==> src/rtl/lsu_ctrl.sv <==
// lsu_ctrl: load/store unit controller between a core request port and a
// single-ported word-wide data memory with combinational read data.
// Handles RV32I LB/LH/LW/LBU/LHU and SB/SH/SW. Sub-word stores are done as a
// read-modify-write (read in ACCESS, write the merged word in WRITE).
//
// Ports:
//   clk, rst                 clock, synchronous active-high reset
//   req_valid / req_ready    request handshake (ready only in IDLE)
//   req_we, req_funct3       1 = store; RV32I size/sign code
//   req_addr, req_wdata      byte address; LSB-justified store data
//   resp_valid               one-cycle completion pulse
//   resp_rdata               formatted load data (0 after stores/errors)
//   resp_err                 misaligned or illegal funct3, valid with resp_valid
//   mem_wr_en, mem_addr      memory write enable; word-aligned byte address
//   mem_wr_data              full word to write
//   mem_rd_data              combinational read data for mem_addr
module lsu_ctrl #(
  parameter int DATA_WIDTH = 32,
  parameter int ADDR_WIDTH = 32
) (
  input  logic                  clk,
  input  logic                  rst,
  input  logic                  req_valid,
  output logic                  req_ready,
  input  logic                  req_we,
  input  logic [2:0]            req_funct3,
  input  logic [ADDR_WIDTH-1:0] req_addr,
  input  logic [DATA_WIDTH-1:0] req_wdata,
  output logic                  resp_valid,
  output logic [DATA_WIDTH-1:0] resp_rdata,
  output logic                  resp_err,
  output logic                  mem_wr_en,
  output logic [ADDR_WIDTH-1:0] mem_addr,
  output logic [DATA_WIDTH-1:0] mem_wr_data,
  input  logic [DATA_WIDTH-1:0] mem_rd_data
);

  typedef enum logic [1:0] {IDLE, ACCESS, WRITE, RESP} state_t;

  state_t                state_q, state_n;
  logic                  we_q;
  logic [2:0]            f3_q;
  logic [ADDR_WIDTH-1:0] addr_q;
  logic [DATA_WIDTH-1:0] wdata_q;
  logic [DATA_WIDTH-1:0] merged_q;
  logic [DATA_WIDTH-1:0] rdata_q;
  logic                  err_q;

  logic                  accept;
  logic                  req_bad;
  logic                  is_sw;
  logic [7:0]            byte_lane;
  logic [15:0]           half_lane;
  logic [DATA_WIDTH-1:0] load_fmt;
  logic [DATA_WIDTH-1:0] merged_n;

  // Legality of the incoming request: funct3 decode plus natural alignment.
  always_comb begin
    req_bad = 1'b0;
    case (req_funct3)
      3'b000:  req_bad = 1'b0;
      3'b001:  req_bad = req_addr[0];
      3'b010:  req_bad = |req_addr[1:0];
      3'b100:  req_bad = req_we;
      3'b101:  req_bad = req_we | req_addr[0];
      default: req_bad = 1'b1;
    endcase
  end

  assign is_sw = we_q && (f3_q[1:0] == 2'b10);

  // Load lane selection/extension and store lane merge, both from the
  // memory word currently presented on mem_rd_data during ACCESS.
  always_comb begin
    byte_lane = mem_rd_data[{addr_q[1:0], 3'b000} +: 8];
    half_lane = mem_rd_data[{addr_q[1], 4'b0000} +: 16];
    case (f3_q)
      3'b000:  load_fmt = {{(DATA_WIDTH-8){byte_lane[7]}}, byte_lane};
      3'b100:  load_fmt = {{(DATA_WIDTH-8){1'b0}}, byte_lane};
      3'b001:  load_fmt = {{(DATA_WIDTH-16){half_lane[15]}}, half_lane};
      3'b101:  load_fmt = {{(DATA_WIDTH-16){1'b0}}, half_lane};
      default: load_fmt = mem_rd_data;
    endcase
    merged_n = mem_rd_data;
    if (f3_q[1:0] == 2'b00) begin
      merged_n[{addr_q[1:0], 3'b000} +: 8] = wdata_q[7:0];
    end else begin
      merged_n[{addr_q[1], 4'b0000} +: 16] = wdata_q[15:0];
    end
  end

  // Next state and outputs.
  always_comb begin
    state_n     = state_q;
    req_ready   = (state_q == IDLE);
    accept      = req_valid && (state_q == IDLE);
    resp_valid  = (state_q == RESP);
    resp_err    = (state_q == RESP) && err_q;
    resp_rdata  = rdata_q;
    mem_wr_en   = 1'b0;
    mem_addr    = '0;
    mem_wr_data = '0;
    case (state_q)
      IDLE: begin
        if (accept) state_n = req_bad ? RESP : ACCESS;
      end
      ACCESS: begin
        mem_addr = {addr_q[ADDR_WIDTH-1:2], 2'b00};
        if (is_sw) begin
          mem_wr_en   = 1'b1;
          mem_wr_data = wdata_q;
        end
        state_n = (we_q && !is_sw) ? WRITE : RESP;
      end
      WRITE: begin
        mem_addr    = {addr_q[ADDR_WIDTH-1:2], 2'b00};
        mem_wr_en   = 1'b1;
        mem_wr_data = merged_q;
        state_n     = RESP;
      end
      RESP: state_n = IDLE;
      default: state_n = IDLE;
    endcase
    // A reset edge landing mid-store must not commit a write.
    if (rst) mem_wr_en = 1'b0;
  end

  always_ff @(posedge clk) begin
    if (rst) begin
      state_q  <= IDLE;
      we_q     <= 1'b0;
      f3_q     <= '0;
      addr_q   <= '0;
      wdata_q  <= '0;
      merged_q <= '0;
      rdata_q  <= '0;
      err_q    <= 1'b0;
    end else begin
      state_q <= state_n;
      case (state_q)
        IDLE: begin
          if (accept) begin
            we_q    <= req_we;
            f3_q    <= req_funct3;
            addr_q  <= req_addr;
            wdata_q <= req_wdata;
            err_q   <= req_bad;
            if (req_bad) rdata_q <= '0;
          end
        end
        ACCESS: begin
          if (we_q) begin
            rdata_q  <= '0;
            merged_q <= merged_n;
          end else begin
            rdata_q <= load_fmt;
          end
        end
        default: ;
      endcase
    end
  end

endmodule

==> config.mk <==
export PLATFORM = sky130hd
export DESIGN_NAME = lsu_ctrl
export DESIGN_NICKNAME = d
export VERILOG_FILES = /design/src/rtl/lsu_ctrl.sv
export SDC_FILE = /design/constraint.sdc
export NUM_CORES = 1
export LEC_CHECK = 0
export BUFFER_PORTS_ARGS = -buffer_cell sky130_fd_sc_hd__buf_2
export CORE_ASPECT_RATIO = 1.4
export CORE_MARGIN = 2
export CORE_UTILIZATION = 50
export CTS_BUF_LIST = sky130_fd_sc_hd__clkbuf_16
export DETAILED_ROUTE_END_ITERATION = 7
export PLACE_DENSITY_LB_ADDON = 0.08
export SETUP_SLACK_MARGIN = 0.5
export SYNTH_ARGS = -nofsm -noshare
export SYNTH_HDL_FRONTEND = slang
export SYNTH_SLANG_ARGS = --single-unit
==> constraint.sdc <==
create_clock -name clk -period 2.8 [get_ports clk]
set_input_delay 0.28 -clock clk [delete_from_list [all_inputs] [get_ports clk]]
set_output_delay 0.28 -clock clk [all_outputs]
set_load 0.01 [all_outputs]
==> Flow_metrics.wiki <==
{| class="wikitable"
! Metric !! Value
|-
| Category of the critical setup timing path || flop to primary output
|-
| Kind of path behind the tightest hold check || primary input to flop
|-
| Cell area after technology mapping || 6665 µm²
|-
| Highest achievable clock rate || 448.6 MHz
|-
| Start of the worst register-to-register path || state_q[0]$_SDFFE_PP0P_
|-
| Clock sink count || 135
|-
| Final Cycle Share || 79.60%
|-
| Flops & latches, synth || 135
|-
| Root buffer cell || sky130_fd_sc_hd__clkbuf_16
|-
| Worst-path cell with the longest stage delay || sky130_fd_sc_hd__dfxtp_1
|-
| Synthesized instance count || 823
|-
| Number of buffers inserted for hold repair after clock tree synthesis || 0
|-
| Critical Path Max Stage Delay || 0.34 ns
|-
| Htree depth || 4
|-
| Hold Fails Final Rpt || 0
|-
| Post-route setup TNS || 0 ns
|-
| Via density per instance || 5.748
|-
| Share of layout cells above drive strength 1 || 27.25%
|-
| Post-CTS Setup Repair Bufs || 0
|-
| Chain of cells forming the critical path || inv_2, ha_4, nand2_2, nor2_4, clkbuf_16, a22oi_1, nor2b_1, buf_2
|-
| Setup slack after placement || 0.4834 ns
|-
| CTS tree || done
|-
| Type of element launching the critical path || flop
|-
| Distinct cells, synth || 52
|-
| Post-detailed-routing wire length || 20,660 µm
|-
| Filler-free cell count of the finished design || 1,176
|-
| Status || finished, final reports clean
|-
| Initial antenna violation count || 0
|-
| Number of design-rule violations left by the first detailed-router iteration || 652
|-
| RSZ-0062 raised after global routing || no
|-
| Remaining number of nets flagged by the antenna check after routing || 0
|-
| Share of the yosys chip area belonging to registers || 40.55%
|-
| # diodes || 0
|-
| WP buf/inv || 3
|-
| Top_reg_cell synth || sky130_fd_sc_hd__dfxtp_1
|-
| Power per unit of standard cell area || 845.6 nW/µm²
|-
| Final net count || 1,099
|-
| Crit path capture type || primary output
|-
| Total DRC errors in the routed layout || 0
|-
| CP Launch Point || state_q[1]$_SDFFE_PP0P_
|-
| Area grow syn2layout || 27.13%
|-
| Via total after detailed routing || 6,760
|-
| Reg-to-reg slack, setup || 0.72 ns
|-
| Crit path max-delay family || buffers and inverters
|-
| Share of Yosys cell area claimed by the top area cell type || 40.55%
|-
| Maximum buffer depth of the clock tree || 2
|-
| Worst slew margin || 50.83%
|-
| DP HPWL || 14,020 µm
|-
| Final Skew || 0.005601 ns
|-
| Number of placement rows || 49
|-
| Top cells by area, synth || sky130_fd_sc_hd__dfxtp_1, sky130_fd_sc_hd__nand2_1, sky130_fd_sc_hd__a21oi_1
|-
| Port Buf Inserts || 200
|-
| Data required time of the worst path || 2.52 ns
|-
| Fin worst setup slack || 0.5711 ns
|-
| Shortest clock period the worst path allows after layout || 2.229 ns
|-
| Worst Path Arrival || 1.95 ns
|-
| Leakage || 0.003511 µW
|-
| Clock insertion delay at the later pin of the skew report || 0.42 ns
|-
| Maximum number of pins on one net before global-route repair || 71
|-
| Post-synth ARST share || 0%
|-
| Total track usage || 27.93%
|-
| Maximum fanout encountered on the critical timing path || 8
|-
| Final number of max-transition violations || 0
|-
| Post-synthesis cell type with the largest combined area || sky130_fd_sc_hd__dfxtp_1
|-
| Length of the first detailed-routing pass in iterations || 6
|-
| Via count of the first global-routing pass || 6,202
|-
| Number of enable flip-flop cells after synthesis || 0
|-
| Area of the core || 12,940 µm²
|-
| Die Wd || 101.6 µm
|-
| Placed cell count || 1,143
|-
| Number of maximum-capacitance constraint violations || 0
|-
| Beginning of the worst hold path || req_addr[6]
|-
| Number of buffers inserted during clock tree synthesis || 17
|-
| Average cell area after synthesis || 8.099 µm²
|-
| I/O pins || 203
|-
| Total number of yosys warnings || 0
|-
| RePlAce Congestion || 0.8789
|-
| Maximum vdd drop || 481.0 µV
|-
| Global route overflow || 0
|-
| Design Power || 7165 µW
|-
| Floorplan die height || 140.6 µm
|-
| Initial core utilization || 51.52%
|-
| Post-CTS clock slew at the launch and capture registers of the worst setup and hold paths || 0.06 ns
|-
| Setup violations, final || 0
|-
| WL/cell || 17.57 µm
|-
| Wire length of the first global-routing pass || 31,580 µm
|-
| Least-Margin Pin Slew || 0.7375 ns
|-
| Die area || 14,280 µm²
|}
-- synthesized netlist by cell type, types with 2 or more instances --
cell type	n
sky130_fd_sc_hd__nor3_1	17
sky130_fd_sc_hd__o21ai_0	6
sky130_fd_sc_hd__o22ai_1	5
sky130_fd_sc_hd__mux2i_1	23
sky130_fd_sc_hd__buf_2	7
sky130_fd_sc_hd__o21ai_1	2
sky130_fd_sc_hd__clkbuf_1	56
sky130_fd_sc_hd__nor3b_1	3
sky130_fd_sc_hd__a32oi_1	5
sky130_fd_sc_hd__mux2_2	2
sky130_fd_sc_hd__a21oi_1	100
sky130_fd_sc_hd__nand2_1	170
sky130_fd_sc_hd__dfxtp_1	135
sky130_fd_sc_hd__nor2_1	31
sky130_fd_sc_hd__buf_1	6
sky130_fd_sc_hd__nor2b_1	39
sky130_fd_sc_hd__ha_1	9
sky130_fd_sc_hd__a211o_1	16
sky130_fd_sc_hd__a21o_1	3
sky130_fd_sc_hd__a22o_1	27
sky130_fd_sc_hd__o221ai_1	6
sky130_fd_sc_hd__nand2b_1	20
sky130_fd_sc_hd__a221oi_1	33
sky130_fd_sc_hd__inv_1	7
sky130_fd_sc_hd__buf_4	3
sky130_fd_sc_hd__a2bb2oi_1	2
sky130_fd_sc_hd__a22oi_1	33
sky130_fd_sc_hd__and2_1	33
-- flip-flops by register name, summed over array words and instances (netlist names) --
register and cells:
err_q 1, merged_q 32, f3_q 3, resp_rdata 32
wdata_q 32, we_q 1, state_q 2, addr_q 32
-- final cells by class --
class,instances,area [µm²]
inverter,7,26.28
tap,178,222.7
sequential,135,2704
clock buffer,17,425.4
multi-input combinational,609,3701
timing repair buffer,217,1211
clock inverter,13,182.7
fill,1190,4463
-- cell usage in the layout, fill, tap and decap left out, drive strengths merged, types with 3 or more instances in the layout --
cell	Yosys	routed
o21ai	8	8
nor3b	3	3
nor2	32	32
a22o	27	27
a32oi	5	5
nand2	171	171
a21o	3	3
nor2b	39	39
ha	9	9
buf	17	215
mux2i	23	23
and2	33	33
o22ai	5	5
clkbuf	56	19
a21oi	100	100
dfxtp	135	135
nor3	18	18
nand2b	20	20
bufinv	0	4
a22oi	33	33
o221ai	6	6
a221oi	33	33
clkinv	0	8
a211o	16	16
inv	7	7
-- timing repair --
action | in CTS | in global routing
cloned | 0 | 3
setup endpoints to repair | 60 | 44
gates resized for setup | 6 | 15
pin swaps | 0 | 2
-- metrics by stage --
stage / utilization (%) / hold slack, ns / area [µm²]
final: 65.50 / 0.09131 / 8473
after global routing: 65.50 / 0.08758 / 8473
after detailed placement: 59.66 / 0.4405 / 7717
after CTS: 64.53 / 0.08690 / 8348
after global placement: 59.66 / 0.4362 / 7717
after floorplan: - / 0.4160 / 6671
-- metal layers --
metal  wire length (µm)  GRT usage [%]  vias to the layer above
met4                896          12.23                        0
li1                   -              -                     3243
met1               8218          34.88                     3154
met3               1835          7.139                       49
met5                  0              0                        -
met2               9712          45.01                      314
-- worst register-to-register path: stages, from the launching register on --
cell and delay [ns]:
sky130_fd_sc_hd__dfxtp_1 0.41, sky130_fd_sc_hd__inv_1 0.11, sky130_fd_sc_hd__ha_1 0.32, sky130_fd_sc_hd__nand2_2 0.10
sky130_fd_sc_hd__o32a_1 0.25, sky130_fd_sc_hd__nor2b_4 0.58, sky130_fd_sc_hd__a22o_1 0.26
-- worst paths after layout --
kind,to,depth (start not counted)
max,mem_wr_data[2],8
min,addr_q[6]$_SDFFE_PP0P_,3
max reg2reg,resp_rdata[28]$_SDFFE_PP0P_,6
min reg2reg,resp_rdata[5]$_SDFFE_PP0P_,2
-- cells by family after synthesis --
family | share of synthesized area (%)
and+or+nand+nor | 22.75
AOI/OAI and AO/OA | 26.24
DFF | 40.55
buffers and inverters | 4.918
muxes | 3.792
adders and majority gates | 1.690
other | 0.05626
-- power breakdown --
part / internal (µW) / total [µW] / switching, µW
Sequential: 2240 / 2490 / 249
Clock: 1480 / 2320 / 842
Combinational: 918 / 2360 / 1440
No activity file was read; power rests on OpenSTA's default activity.
